### src/rtl/shift_pkg.sv
// Shared types and encodings for the shift register controller.
package shift_pkg;
  typedef enum logic [1:0] {IDLE, SHIFT, DONE} state_e;

  localparam logic [1:0] MODE_LOG = 2'b00;
  localparam logic [1:0] MODE_ROT = 2'b01;
  localparam logic [1:0] MODE_ARI = 2'b10;

  localparam logic DIR_L = 1'b0;
  localparam logic DIR_R = 1'b1;
endpackage

### src/rtl/shift_reg_ctrl_if.sv
// Control/data bundle between a requester and the shift register controller.
interface shift_reg_ctrl_if #(parameter int WIDTH = 8);
  localparam int CNT_W = $clog2(WIDTH) + 1;

  logic             load;
  logic [WIDTH-1:0] din;
  logic             start;
  logic             dir;
  logic [1:0]       mode;
  logic [CNT_W-1:0] amount;
  logic             ser_in;
  logic [WIDTH-1:0] dout;
  logic             ser_out;
  logic             busy;
  logic             done;

  modport master (
    output load, din, start, dir, mode, amount, ser_in,
    input  dout, ser_out, busy, done
  );

  modport slave (
    input  load, din, start, dir, mode, amount, ser_in,
    output dout, ser_out, busy, done
  );
endinterface

### src/rtl/shift_cell.sv
// One register bit: neighbour select, load select, then an enabled flop.
import shift_pkg::*;

module shift_cell (
  input  logic clk,
  input  logic rst,
  input  logic en_i,
  input  logic ld_i,
  input  logic dir_i,
  input  logic d_i,
  input  logic left_i,
  input  logic right_i,
  output logic q_o
);
  logic nb, d;

  // Shifting right pulls from the higher neighbour, left from the lower one.
  assign nb = (dir_i == DIR_R) ? right_i : left_i;
  assign d  = ld_i ? d_i : nb;

  always_ff @(posedge clk) begin
    if (rst)       q_o <= 1'b0;
    else if (en_i) q_o <= d;
  end
endmodule

### src/rtl/shift_reg_ctrl.sv
// N-bit shift register with load, and a counted logical/rotate/arithmetic shift sequence.
import shift_pkg::*;

module shift_reg_ctrl #(
  parameter int WIDTH = 8
) (
  input logic             clk,
  input logic             rst,
  shift_reg_ctrl_if.slave bus
);
  localparam int CNT_W = $clog2(WIDTH) + 1;

  state_e           state_q, state_d;
  logic [CNT_W-1:0] cnt_q, cnt_d;
  logic             dir_q, dir_d;
  logic [1:0]       mode_q, mode_d;
  logic             ser_out_q, busy_q, done_q;

  logic [WIDTH-1:0] q, left_nb, right_nb;
  logic             fill, ld, sh;

  assign ld = (state_q == IDLE) && bus.load;
  assign sh = (state_q == SHIFT);

  // Mode 11 falls through to the serial input like logical mode.
  always_comb begin
    fill = bus.ser_in;
    if (mode_q == MODE_ROT)      fill = (dir_q == DIR_R) ? q[0] : q[WIDTH-1];
    else if (mode_q == MODE_ARI) fill = (dir_q == DIR_R) ? q[WIDTH-1] : 1'b0;
  end

  for (genvar i = 0; i < WIDTH; i++) begin : g_bit
    if (i == 0) begin : g_lo
      assign left_nb[i] = fill;
    end else begin : g_lo
      assign left_nb[i] = q[i-1];
    end
    if (i == WIDTH-1) begin : g_hi
      assign right_nb[i] = fill;
    end else begin : g_hi
      assign right_nb[i] = q[i+1];
    end

    shift_cell u_cell (
      .clk     (clk),
      .rst     (rst),
      .en_i    (ld | sh),
      .ld_i    (ld),
      .dir_i   (dir_q),
      .d_i     (bus.din[i]),
      .left_i  (left_nb[i]),
      .right_i (right_nb[i]),
      .q_o     (q[i])
    );
  end

  always_comb begin
    state_d = state_q;
    cnt_d   = cnt_q;
    dir_d   = dir_q;
    mode_d  = mode_q;
    unique case (state_q)
      IDLE: if (bus.start) begin
        dir_d   = bus.dir;
        mode_d  = bus.mode;
        cnt_d   = bus.amount;
        state_d = (bus.amount == '0) ? DONE : SHIFT;
      end
      SHIFT: begin
        cnt_d = cnt_q - CNT_W'(1);
        if (cnt_q == CNT_W'(1)) state_d = DONE;
      end
      DONE:    state_d = IDLE;
      default: state_d = IDLE;
    endcase
  end

  always_ff @(posedge clk) begin
    if (rst) begin
      state_q   <= IDLE;
      cnt_q     <= '0;
      dir_q     <= 1'b0;
      mode_q    <= 2'b00;
      ser_out_q <= 1'b0;
      busy_q    <= 1'b0;
      done_q    <= 1'b0;
    end else begin
      state_q <= state_d;
      cnt_q   <= cnt_d;
      dir_q   <= dir_d;
      mode_q  <= mode_d;
      if (sh) ser_out_q <= (dir_q == DIR_R) ? q[0] : q[WIDTH-1];
      busy_q  <= (state_d == SHIFT);
      done_q  <= (state_d == DONE);
    end
  end

  assign bus.dout    = q;
  assign bus.ser_out = ser_out_q;
  assign bus.busy    = busy_q;
  assign bus.done    = done_q;
endmodule

### src/flat_wrapper.sv
// flat-port wrapper written by rule: the top's interface ports become plain ports
module shift_reg_ctrl_flat 
#(
  parameter int WIDTH = 8
)
  (clk, rst, bus_load, bus_din, bus_start, bus_dir, bus_mode, bus_amount, bus_ser_in, bus_dout, bus_ser_out, bus_busy, bus_done);
  shift_reg_ctrl_if #(.WIDTH(WIDTH)) bus_i ();
  input logic clk;
  input logic rst;
  input wire logic [$bits(bus_i.load)-1:0] bus_load;
  input wire logic [$bits(bus_i.din)-1:0] bus_din;
  input wire logic [$bits(bus_i.start)-1:0] bus_start;
  input wire logic [$bits(bus_i.dir)-1:0] bus_dir;
  input wire logic [$bits(bus_i.mode)-1:0] bus_mode;
  input wire logic [$bits(bus_i.amount)-1:0] bus_amount;
  input wire logic [$bits(bus_i.ser_in)-1:0] bus_ser_in;
  output wire logic [$bits(bus_i.dout)-1:0] bus_dout;
  output wire logic [$bits(bus_i.ser_out)-1:0] bus_ser_out;
  output wire logic [$bits(bus_i.busy)-1:0] bus_busy;
  output wire logic [$bits(bus_i.done)-1:0] bus_done;
  assign bus_i.load = bus_load;
  assign bus_i.din = bus_din;
  assign bus_i.start = bus_start;
  assign bus_i.dir = bus_dir;
  assign bus_i.mode = bus_mode;
  assign bus_i.amount = bus_amount;
  assign bus_i.ser_in = bus_ser_in;
  assign bus_dout = bus_i.dout;
  assign bus_ser_out = bus_i.ser_out;
  assign bus_busy = bus_i.busy;
  assign bus_done = bus_i.done;
  shift_reg_ctrl #(.WIDTH(WIDTH)) u_core (.clk(clk), .rst(rst), .bus(bus_i));
endmodule
### config.mk
export PLATFORM = sky130hd
export DESIGN_NAME = shift_reg_ctrl_flat
export DESIGN_NICKNAME = d
export VERILOG_FILES = /design/src/rtl/shift_pkg.sv /design/src/rtl/shift_reg_ctrl_if.sv /design/src/rtl/shift_cell.sv /design/src/rtl/shift_reg_ctrl.sv /design/src/flat_wrapper.sv
export SDC_FILE = /design/constraint.sdc
export NUM_CORES = 1
export LEC_CHECK = 0
export ABC_AREA = 1
export CORE_UTILIZATION = 35
export DETAILED_ROUTE_END_ITERATION = 6
export PLACE_DENSITY = 0.61
export SYNTH_ARGS = -nofsm -noshare
export SYNTH_HDL_FRONTEND = slang
export SYNTH_HIERARCHICAL = 1
export SYNTH_SLANG_ARGS = --single-unit
export TNS_END_PERCENT = 10
### constraint.sdc
create_clock -name clk -period 1.5 [get_ports clk]
set_clock_uncertainty 0.1 [all_clocks]
set_input_delay 0.15 -clock clk [delete_from_list [all_inputs] [get_ports clk]]
set_output_delay 0.15 -clock clk [all_outputs]
set_load 0.02 [all_outputs]
==> summary.txt, run 1 <==
STA
  – Setup violations, final: 0
  – Setup ws final: 0.05512 ns
  – Pins Over Slew Limit: 0
  – Worst rel slew slack: 80.12%
  – Final hold viol count: 0
  – Least-Margin Pin Slew: 0.2959 ns
  – RSZ-0062 raised after global routing: true
  – Final worst path period share: 96.33%
  – Fmax achieved: 692.1 MHz
  – Fin crit period: 1.445 ns

Pwr
  – Pwr Density: 860.1 nW/um2
  – Leak: 0.7814 nW
  – Sw frac: 34.01%
  – Peak supply drop: 324.7 uV
  – Seq pwr share: 46.9%
  – NetSw: 0.0004684 W
  – Final Total Pwr: 0.001377 W
  – Clock share of power: 18.4%
  – Power share of the combinational group: 34.8%
  – Pint: 0.0009090 W

Die
  – Die area: 3493 um2
  – Starting Density: 37.07%
  – Ports: 31
  – Core Rows: 20
  – Die Wd: 59.10 um
  – Core area: 3078 um2
  – Die height: 59.10 um

CTS
  – Max Buffers Root-to-Sink: 2
  – CTS Buf Count: 3
  – Cts repair resizes: 9
  – Clock root buffer: clkbuf_4
  – CTS Hold Buffers Added: 0
  – Setup Buffers After CTS: 0
  – Clock Latency Late Sink: 0.29 ns
  – Clock-pin slew on the worst setup and hold paths: 0.11 ns
  – Clk sinks: 20
  – H-Tree Depth: 1
  – CTS tree: done

Yosys
  – Ys async rst share: 0%
  – Count of state elements after synthesis: 20
  – Simple logic cell fraction of the synthesized area: 24.12%
  – Top cells by instance count after synthesis: inv_1, nand2_1, dfxtp_1, nor2_1, a21oi_1
  – Syn Nets: 197
  – Most numerous cell in the Yosys netlist: inv_1
  – Mux cell area share after synthesis: 0%
  – Post-synthesis adder-cell area fraction: 2.193%
  – Post-synth EDFFs: 0
  – Top_reg_cell synth: dfxtp_1
  – Cell variety after synth: 19
  – Synth top area share: 35.09%
  – Synth Area in Compound Gates: 22.70%
  – Mapped Avg Cell Area: 6.521 um2
  – Top post-synthesis cells by area: dfxtp_1, inv_1, nand2_1
  – XOR/XNOR Fraction of Synth Area: 0.7675%
  – Mapped Cells: 175
  – Most area-hungry cell type in the Yosys netlist: dfxtp_1
  – Main combinational cell family by area after synthesis: simple AND/OR/NAND/NOR gates
  – Sequential cell area fraction in the yosys report: 35.09%
  – Post-Syn Area: 1141 um2
  – Synth warn: 6

Global route
  – Global-route usage over all layers: 17.23%
  – First-pass GRT wire length: 4.664 mm
  – Remaining Overflow, GRT: 0
  – Vias in the first global route: 1,124
  – Top Usage Layer GRT: met2
  – Met1 Usage GRT: 20.81%
  – Initial antenna violation count: 0
  – M2 GR Usage: 31.33%
  – Pin count of the biggest net entering global routing: 17
  – GR Layer Usage met3: 3.275%

Route
  – DRT antenna net count: 0
  – Total iterations of the first detailed-routing run: 4
  – # DRC: 0
  – Routed WL per cell: 10.27 um
  – 1st-iter DRT viols: 68
  – Vias: 1,169
  – Vias/cell: 4.479
  – Routed WL: 2.681 mm

Layout
  – Final nets: 241
  – Ant diodes: 0
  – Ratio of cells with drive above 1 in the final layout: 10.14%
  – Layout Utilization: 52.03%
  – Fillers: 326
  – Post-route cell area: 1602 um2
  – Area growth syn-to-layout: 40.35%

Worst setup path
  – Worst Path Required: 1.25 ns
  – Worst path cell trace: clkdlybuf4s50_1
  – Kind of critical path: flip-flop to output pin
  – CP max-delay cell: clkdlybuf4s50_1
  – Startpoint types: flip-flop
  – Bufs and invs on worst path: 1
  – Worst setup EP type: output pin
  – Delay-heaviest family, CP: buffers and inverters
  – CP peak stage delay: 0.59 ns
  – Crit path DAT: 1.19 ns
  – Crit-path max FO: 1

Flow run
  – Total of max-cap violations: 0

Placed design
  – Placed Area: 1585 um2
  – Dpl hpwl: 2.066 mm
  – I/O Buffers: 30
  – Routability-driven placement congestion ratio: 0.8611
  – Setup WS pre-CTS: -0.02381 ns

Min path
  – HP Class: input pin to flip-flop

Outcome
  – Status: complete, no violations
-- power groups by stage --
stage | Combinational (W) | Sequential, W | Clock (W)
6_report | 0.000479 | 0.000645 | 0.000253
2_1_floorplan | 0.000240 | 0.000694 | 0
4_1_cts | 0.000484 | 0.000645 | 0.000266
3_3_place_gp | 0.000490 | 0.000655 | 0
5_1_grt | 0.000542 | 0.000657 | 0.000281
3_5_place_dp | 0.000503 | 0.000657 | 0
-- metal layers --
metal | part of all wire (%) | vias up | wire (um)
li1 | - | 628 | -
met1 | 49 | 512 | 1302
met2 | 46 | 27 | 1246
met3 | 4.4 | 2 | 119
met4 | 0.48 | 0 | 13
met5 | 0 | - | 0
-- registers in the layout, summed over array words and instances, names as in the netlist --
signal and flops:
u_core/cnt_q 4, u_core/g_bit.u_cell/q_o 8, u_core/bus.ser_out 1, u_core/state_q 2, u_core/dir_q 1, u_core/bus.done 1
u_core/bus.busy 1, u_core/mode_q 2
-- logic make-up (layout without fill, tap and decap cells) --
family | Yosys count | count (layout)
AO/OA/AOI/OAI | 43 | 43
XOR/XNOR | 1 | 1
adder cells (fa/ha/maj) | 2 | 2
buffers and inverters | 46 | 88
flip-flops | 20 | 20
AND/OR/NAND/NOR | 63 | 63
-- stage by stage --
step	std cells	TNS, ns	hold slack (ns)
after floorplan	175	0	0.1191
after global placement	258	0	0.3844
after detailed placement	258	-0.02959	0.3987
after CTS	261	0	0.3295
after global routing	261	-0.003505	0.3595
final	261	0	0.3364
-- area by class of cell --
class	instances	area (um2)	share of cell area [%]
Multi-Input combinational cell	109	576.8	36.02
Sequential cell	20	402.9	25.16
Timing Repair Buffer	39	371.6	23.20
Inverter	46	172.7	10.78
Tap cell	44	55.05	3.437
Clock buffer	3	22.52	1.406
-- final timing paths --
check / cells past startpoint / from / slack (ns) / to
setup / recovery: 1 / u_core/bus.busy / 0.06 / bus_busy
hold / removal: 3 / bus_mode[0] / 0.34 / u_core/mode_q[0]
hold reg to reg: 2 / u_core/mode_q[1] / 0.41 / u_core/mode_q[1]
setup reg to reg: 7 / u_core/dir_q / 0.13 / u_core/g_bit[7].u_cell/q_o
-- cell usage in the layout, fill, tap and decap left out, types with 2 or more instances in the layout --
| cell | instances |
|---|---|
| a21oi_1 | 13 |
| dfxtp_2 | 2 |
| a21boi_0 | 8 |
| o21ai_0 | 9 |
| dfxtp_1 | 18 |
| nor2_1 | 15 |
| nand3_1 | 12 |
| ha_1 | 2 |
| o21bai_1 | 8 |
| o21ai_1 | 2 |
| clkdlybuf4s50_1 | 20 |
| dlygate4sd2_1 | 9 |
| inv_2 | 3 |
| inv_1 | 43 |
| clkbuf_4 | 3 |
| buf_4 | 8 |
| nor3_1 | 4 |
| nand2_1 | 28 |
No activity file was read; power rests on OpenSTA's default activity.
==> inputs of run 2 (changes only) <==
--- a/config.mk
+++ b/config.mk
@@ -13,4 +13,4 @@
 export SYNTH_HDL_FRONTEND = slang
 export SYNTH_HIERARCHICAL = 1
 export SYNTH_SLANG_ARGS = --single-unit
-export TNS_END_PERCENT = 10
+export TNS_END_PERCENT = 20
==> results of run 2 <==
No change in the layout: final DEF, timing and power equal those of run 1.
==> inputs of run 3 (changes only) <==
--- a/config.mk
+++ b/config.mk
@@ -8,6 +8,7 @@
 export ABC_AREA = 1
 export CORE_UTILIZATION = 35
 export DETAILED_ROUTE_END_ITERATION = 6
+export GPL_ROUTABILITY_DRIVEN = 0
 export PLACE_DENSITY = 0.61
 export SYNTH_ARGS = -nofsm -noshare
 export SYNTH_HDL_FRONTEND = slang
==> results of run 3 <==
No change in the layout: final DEF, timing and power equal those of run 1.
